## config.mk

```make
export PLATFORM = sky130hd
export DESIGN_NAME = apb_slave_mem_flat
export DESIGN_NICKNAME = d
export VERILOG_FILES = /design/src/rtl/apb_slave_mem_if.sv /design/src/rtl/apb_slave_mem.sv /design/src/flat_wrapper.sv
export SDC_FILE = /design/constraint.sdc
export NUM_CORES = 1
export LEC_CHECK = 0
export CAP_MARGIN = 20
export CORE_MARGIN = 2
export CORE_UTILIZATION = 50
export CTS_BUF_LIST = sky130_fd_sc_hd__clkbuf_8 sky130_fd_sc_hd__clkbuf_16
export DETAILED_ROUTE_END_ITERATION = 8
export PLACE_DENSITY = 0.63
export SLEW_MARGIN = 20
export SYNTH_ARGS = -nofsm -noshare
export SYNTH_HDL_FRONTEND = slang
export SYNTH_SLANG_ARGS = --single-unit
```

## constraint.sdc

```tcl
create_clock -name clk -period 5.4 [get_ports clk]
set_input_delay 0.81 -clock clk [delete_from_list [all_inputs] [get_ports clk]]
set_output_delay 0.81 -clock clk [all_outputs]
set_load 0.1 [all_outputs]
```

## src/rtl/apb_slave_mem_if.sv

```systemverilog
// rtl/apb_slave_mem_if.sv - APB3 bus signal bundle between a requester and apb_slave_mem
//
// Purpose:
//   Groups the APB3 request and response signals so that the requester and
//   the memory connect through a single port.
//
// Signals:
//   PADDR    32  byte address (requester -> memory)
//   PWDATA   32  write data (requester -> memory)
//   PWRITE    1  1 = write, 0 = read (requester -> memory)
//   PSELx     1  slave select (requester -> memory)
//   PENABLE   1  access-phase strobe (requester -> memory)
//   PREADY    1  transfer complete (memory -> requester)
//   PRDATA   32  read data (memory -> requester)
//
// Modports:
//   master : drives the request, observes the response
//   slave  : observes the request, drives the response

interface apb_slave_mem_if;

  logic [31:0] PADDR;
  logic [31:0] PWDATA;
  logic        PWRITE;
  logic        PSELx;
  logic        PENABLE;
  logic        PREADY;
  logic [31:0] PRDATA;

  modport master (
    output PADDR,
    output PWDATA,
    output PWRITE,
    output PSELx,
    output PENABLE,
    input  PREADY,
    input  PRDATA
  );

  modport slave (
    input  PADDR,
    input  PWDATA,
    input  PWRITE,
    input  PSELx,
    input  PENABLE,
    output PREADY,
    output PRDATA
  );

endinterface

```

## src/rtl/apb_slave_mem.sv

```systemverilog
// rtl/apb_slave_mem.sv - APB3 completer memory, DEPTH x 32b, programmable wait states
//
// Purpose:
//   Word-addressed register file behind an APB3 completer. Each transfer is
//   one SETUP cycle followed by WAIT_STATES+1 ACCESS cycles. Address, write
//   data and direction are captured at SETUP; whatever the bus does during
//   ACCESS is ignored. Out-of-range writes are dropped and out-of-range reads
//   return OOR_DATA; there is no error response.
//
// Parameters:
//   DEPTH        number of 32-bit words (power of 2, >= 2)
//   WAIT_STATES  ACCESS cycles with PREADY low before PREADY rises (0..15)
//   OOR_DATA     read data returned for an out-of-range address
//
// Ports:
//   clk     clock, all logic on the rising edge
//   RESETn  synchronous active-low reset; clears FSM, outputs and memory
//   bus     apb_slave_mem_if slave modport (PADDR, PWDATA, PWRITE, PSELx,
//           PENABLE in; registered PREADY, PRDATA out)

module apb_slave_mem #(
  parameter int          DEPTH       = 16,
  parameter int          WAIT_STATES = 0,
  parameter logic [31:0] OOR_DATA    = 32'hDEAD_BEEF
) (
  input  logic            clk,
  input  logic            RESETn,
  apb_slave_mem_if.slave  bus
);

  localparam int AW = $clog2(DEPTH);

  localparam logic [3:0] WS_INIT = 4'(WAIT_STATES);
  localparam bit         NO_WAIT = (WAIT_STATES == 0);

  localparam logic [1:0] ST_IDLE  = 2'd0;
  localparam logic [1:0] ST_WAIT  = 2'd1;
  localparam logic [1:0] ST_READY = 2'd2;

  logic [1:0]    state;
  logic [1:0]    state_nxt;
  logic [3:0]    cnt;
  logic [3:0]    cnt_nxt;

  // Request captured at SETUP.
  logic [31:0]   addr_q;
  logic [31:0]   wdata_q;
  logic          write_q;

  logic [31:0]   mem [DEPTH];

  logic          pready_q;
  logic [31:0]   prdata_q;

  logic          setup;
  logic          complete;
  logic          enter_ready;
  logic          rd_is_write;
  logic [31:0]   rd_addr;
  logic [AW-1:0] rd_idx;
  logic          rd_oor;
  logic [AW-1:0] wr_idx;
  logic          wr_oor;

  // Only word addresses matter; the byte-lane bits are deliberately dropped.
  logic unused_byte_lane;
  assign unused_byte_lane = ^bus.PADDR[1:0];

  assign setup    = (state == ST_IDLE) && bus.PSELx && !bus.PENABLE;
  assign complete = (state == ST_READY) && bus.PSELx && bus.PENABLE;

  // With no wait states READY is entered on the SETUP edge itself, when the
  // capture registers are still being loaded, so read data has to be fetched
  // using the live bus request on that edge and the captured one otherwise.
  assign rd_addr     = setup ? bus.PADDR  : addr_q;
  assign rd_is_write = setup ? bus.PWRITE : write_q;
  assign rd_idx      = rd_addr[2 +: AW];
  assign rd_oor      = |rd_addr[31:2+AW];

  assign wr_idx      = addr_q[2 +: AW];
  assign wr_oor      = |addr_q[31:2+AW];

  always_comb begin
    state_nxt = state;
    cnt_nxt   = cnt;
    case (state)
      ST_IDLE: begin
        // PENABLE without a prior SETUP falls through here and is ignored.
        if (setup) begin
          cnt_nxt   = WS_INIT;
          state_nxt = NO_WAIT ? ST_READY : ST_WAIT;
        end
      end
      ST_WAIT: begin
        if (!bus.PSELx) begin
          state_nxt = ST_IDLE;
        end else begin
          cnt_nxt = cnt - 4'd1;
          // cnt <= 1 rather than == 1 so a corrupted count cannot strand us.
          if (cnt <= 4'd1) begin
            state_nxt = ST_READY;
          end
        end
      end
      ST_READY: begin
        // Leave on completion or abort; PSELx with PENABLE low just holds.
        if (!bus.PSELx || bus.PENABLE) begin
          state_nxt = ST_IDLE;
        end
      end
      default: begin
        state_nxt = ST_IDLE;
      end
    endcase
  end

  assign enter_ready = (state != ST_READY) && (state_nxt == ST_READY);

  always_ff @(posedge clk) begin
    if (!RESETn) begin
      state    <= ST_IDLE;
      cnt      <= '0;
      addr_q   <= '0;
      wdata_q  <= '0;
      write_q  <= 1'b0;
      pready_q <= 1'b0;
      prdata_q <= '0;
      for (int i = 0; i < DEPTH; i++) begin
        mem[i] <= '0;
      end
    end else begin
      state    <= state_nxt;
      cnt      <= cnt_nxt;
      pready_q <= (state_nxt == ST_READY);

      if (setup) begin
        addr_q  <= bus.PADDR;
        wdata_q <= bus.PWDATA;
        write_q <= bus.PWRITE;
      end

      // PRDATA only moves when a read reaches READY; writes and aborts leave it.
      if (enter_ready && !rd_is_write) begin
        prdata_q <= rd_oor ? OOR_DATA : mem[rd_idx];
      end

      if (complete && write_q && !wr_oor) begin
        mem[wr_idx] <= wdata_q;
      end
    end
  end

  assign bus.PREADY = pready_q;
  assign bus.PRDATA = prdata_q;

endmodule

```

## src/flat_wrapper.sv

```systemverilog
// flat-port wrapper written by rule: the top's interface ports become plain ports
module apb_slave_mem_flat 
#(
  parameter int          DEPTH       = 16,
  parameter int          WAIT_STATES = 0,
  parameter logic [31:0] OOR_DATA    = 32'hDEAD_BEEF
)
  (clk, RESETn, bus_PADDR, bus_PWDATA, bus_PWRITE, bus_PSELx, bus_PENABLE, bus_PREADY, bus_PRDATA);
  apb_slave_mem_if bus_i ();
  input  logic clk;
  input  logic RESETn;
  input wire logic [$bits(bus_i.PADDR)-1:0] bus_PADDR;
  input wire logic [$bits(bus_i.PWDATA)-1:0] bus_PWDATA;
  input wire logic [$bits(bus_i.PWRITE)-1:0] bus_PWRITE;
  input wire logic [$bits(bus_i.PSELx)-1:0] bus_PSELx;
  input wire logic [$bits(bus_i.PENABLE)-1:0] bus_PENABLE;
  output wire logic [$bits(bus_i.PREADY)-1:0] bus_PREADY;
  output wire logic [$bits(bus_i.PRDATA)-1:0] bus_PRDATA;
  assign bus_i.PADDR = bus_PADDR;
  assign bus_i.PWDATA = bus_PWDATA;
  assign bus_i.PWRITE = bus_PWRITE;
  assign bus_i.PSELx = bus_PSELx;
  assign bus_i.PENABLE = bus_PENABLE;
  assign bus_PREADY = bus_i.PREADY;
  assign bus_PRDATA = bus_i.PRDATA;
  apb_slave_mem #(.DEPTH(DEPTH), .WAIT_STATES(WAIT_STATES), .OOR_DATA(OOR_DATA)) u_core (.clk(clk), .RESETn(RESETn), .bus(bus_i));
endmodule
```

==> impl_results.md <==
- Largest stage delay, worst path: around 0.7 ns
- Synth Register Bits: roughly 610
- Fin crit share: between 70% and 80%
- Count leader, synth: and2_1
- Number of global-route vias before repair: ~19000
- Worst VDD drop: 0.230 mV
- Post-synth EDFFs: roughly 510
- Chip Height: approximately 240 um
- Critical path's top delay family: buffers and inverters
- Required time of the worst setup path: 5.87 ns
- Share of Yosys cell area claimed by the top area cell type: 53.9%
- Max Freq: ~0.26 GHz
- Crit path DAT: 4.35 ns
- Vias: 19078
- Worst Skew: about 0.023 ns
- Main combinational cell family by area after synthesis: simple AND/OR/NAND/NOR gates
- Synthesis warning total: 0
- Final ANT Viol Nets: 0
- Minimum clock period: roughly 3.9 ns
- PortBufs: 99
- CP most frequent cell: buf_4
- Design Area, Final: 32300 um2
- Setup TNS: 0 ns
- Synth area leaders: edfxtp_1 54%, and2_1 11%, dfxtp_1 7.2%, nand2_1 4.7%, mux2_2 3.9%
- Area after DPL: 30100 um2
- CP Launch Type: input port
- Cell Area, Synth: around 29000 um2
- Reg clk slew, reported paths: 0.06 ns
- CTS root buf: clkbuf_16
- Pwr dens: about 340 nW/um2
- Slew Limit Fails: 0
- Synth cell types: 54
- Ys async rst share: 0%
- Sequential element share of the synthesized area: ~61%
- Worst setup path class: in -> reg
- FF+latch area: 17400 um2
- Crit path buf inv count: 3
- Type of the worst min-delay path: reg -> reg
- Die area: 59000 um2
- GRT overflow: 0
- Largest net degree at the start of global routing: approximately 100
- Synth Area in Simple Gates: between 20% and 30%
- Final WL: 79200 um
- # setup viols final: 0
- # Max-Cap Violations: 0
- Drt via density: just under 6
- Initial Util: between 50% and 60%
- Power, Total: ~11 mW
- WL per Instance: 24.4 um
- Area leader, netlist: edfxtp_1
- Leak: between 10 and 15 nW
- Cells after DPL: around 3100
- Worst Setup End Kind: flop
- Post-layout util: approximately 57%
- Clk_lat worst skew: about 0.6 ns
- Final hold vios: 0
- Status: completed
- CTS H-tree lvls: 3
- Worst setup margin: between 1.5 and 2 ns
- # rows: between 80 and 90
- Gr usage total: 26.7%
- Top post-synthesis cells by count: 514 x and2_1, 512 x edfxtp_1, 358 x nand2_1, 145 x clkbuf_1, 111 x nand3_1
- Synth Flop Type: edfxtp_1
- CTS Buffer Depth: 3
- Post-synthesis xor/xnor area fraction: 0.0614%
- Total CTS buffers: 67
- First-pass GRT wire length: ~120000 um
- Hold_buf cts: 0
- Area of the multi-input gates: ~10000 um2
- P&R area growth vs syn: 13.1%
- Post-cts sizing count: 0
- Setup slack, reg-to-reg: 1.87 ns
- RSZ-0062 raised after global routing: false
- Layout cells sized above 1: around 13%
- GPL Wtd Cong: between 0.8 and 0.9
- CTS tree: yes
- Synth Area in Compound Gates: between 8 and 9%
- CP Cell Sequence: clkdlybuf4s50_1 -> nor4b_4 -> mux2_1 -> buf_4 -> nand2_1 -> buf_4 -> o211ai_1 -> o211ai_2
- Nets: between 2000 and 3000
- Number of I/O pins: between 100 and 150
- Adder-cell area share of the yosys netlist: less than 1%
- Core Box Area: about 56000 um2
- Iter 0 DRT Violations: around 1700
- Fin cells: ~3200
- Slew margin rel.: a little under a quarter
- Slowest-stage cell, CP: nor4b_4
- Initial antenna violation count: 3
- Mux cell area share after synthesis: between 6 and 7%
- Syn Nets: 2495
- Pre-CTS WS: around 1 ns
- Worst Tran Pin Value: between 1 and 1.5 ns
- DRT Pass-1 Iters: 5
- Post CTS Setup Buffer Count: 0
- DP HPWL: ~46000 um
- Clock Sinks: between 600 and 700
- DRC violations left: 0
- Crit Path Max Fanout: 35
- Fill cells: about 4700
- Mean Syn Cell Area: approximately 12 um2
- Worst hold margin: roughly 0.46 ns
- Mapped Cells: ~2400
- Die Span X: 243 um
==> registers in the layout, indices dropped and copies added (netlist names) <==
| register | flops |
|---|---|
| u_core.mem | 512 |
| u_core.bus.PRDATA | 32 |
| u_core.wdata_q | 32 |
| u_core.addr_q | 30 |
| u_core.cnt | 4 |
| u_core.state | 2 |
| u_core.bus.PREADY | 1 |
| u_core.write_q | 1 |
==> final timing paths <==
path / start / to / cells after the start
worst min-delay path: u_core.addr_q[26] / u_core.addr_q[26] / 2
worst max register to register: u_core.state[0] / u_core.bus.PRDATA[23] / 7
worst min register to register: u_core.addr_q[26] / u_core.addr_q[26] / 2
worst max-delay path: bus_PENABLE / u_core.bus.PRDATA[23] / 8
==> routing by layer <==
metal	vias up	part of all wire, %	track usage (%)
li1	8726	-	-
met5	-	0.021	0
met2	644	48	45.0
met1	9576	42	34.8
met4	2	2.4	8.53
met3	130	7.5	5.34
==> where the power goes <==
part | internal, mW | total [mW] | leakage [nW] | switching, mW
combinational | 0.349 | 1.13 | 4.37 | 0.779
clock | 2.45 | 4.28 | 1.11 | 1.83
sequential | 5.30 | 5.44 | 6.13 | 0.142
==> kinds of logic (layout without fill, tap and decap cells) <==
family,Yosys count,in the layout
AO/OA/AOI/OAI,314,314
XOR/XNOR,2,2
adder cells (fa/ha/maj),2,2
buffers and inverters,207,272
flip-flops,614,614
multiplexers,174,174
other,0,2
AND/OR/NAND/NOR,1111,1111
==> cell usage in the layout (no fill, tap or decap), types with 31 or more instances in the layout <==
cell | Yosys | routed
o211ai_1 | 49 | 49
clkbuf_16 | 0 | 69
a21oi_1 | 77 | 76
and2_1 | 514 | 514
nand2_1 | 358 | 357
clkdlybuf4s50_1 | 0 | 97
o31ai_1 | 31 | 31
mux2_2 | 98 | 98
nor3_1 | 38 | 37
dfxtp_1 | 102 | 101
mux2i_1 | 73 | 69
buf_4 | 8 | 41
o22ai_1 | 48 | 48
nand3_1 | 111 | 111
edfxtp_1 | 512 | 512
==> worst min-delay path: cells and delay by family, from the launching register on <==
family	cells	cell delay, ns
and+or+nand+nor	1	0.05
AOI/OAI and AO/OA	1	0.05
DFF	1	0.31
==> final cells by class <==
class	instances	share of cell area, %
Sequential cell	614	54.0
Multi-Input combinational cell	1603	32.2
Clock buffer	76	5.65
Timing Repair Buffer	147	4.47
Tap cell	756	2.93
Clock inverter	45	0.694
Inverter	4	0.0465
Antenna cell	2	0.0155
Power figures use the tool's default switching activity.
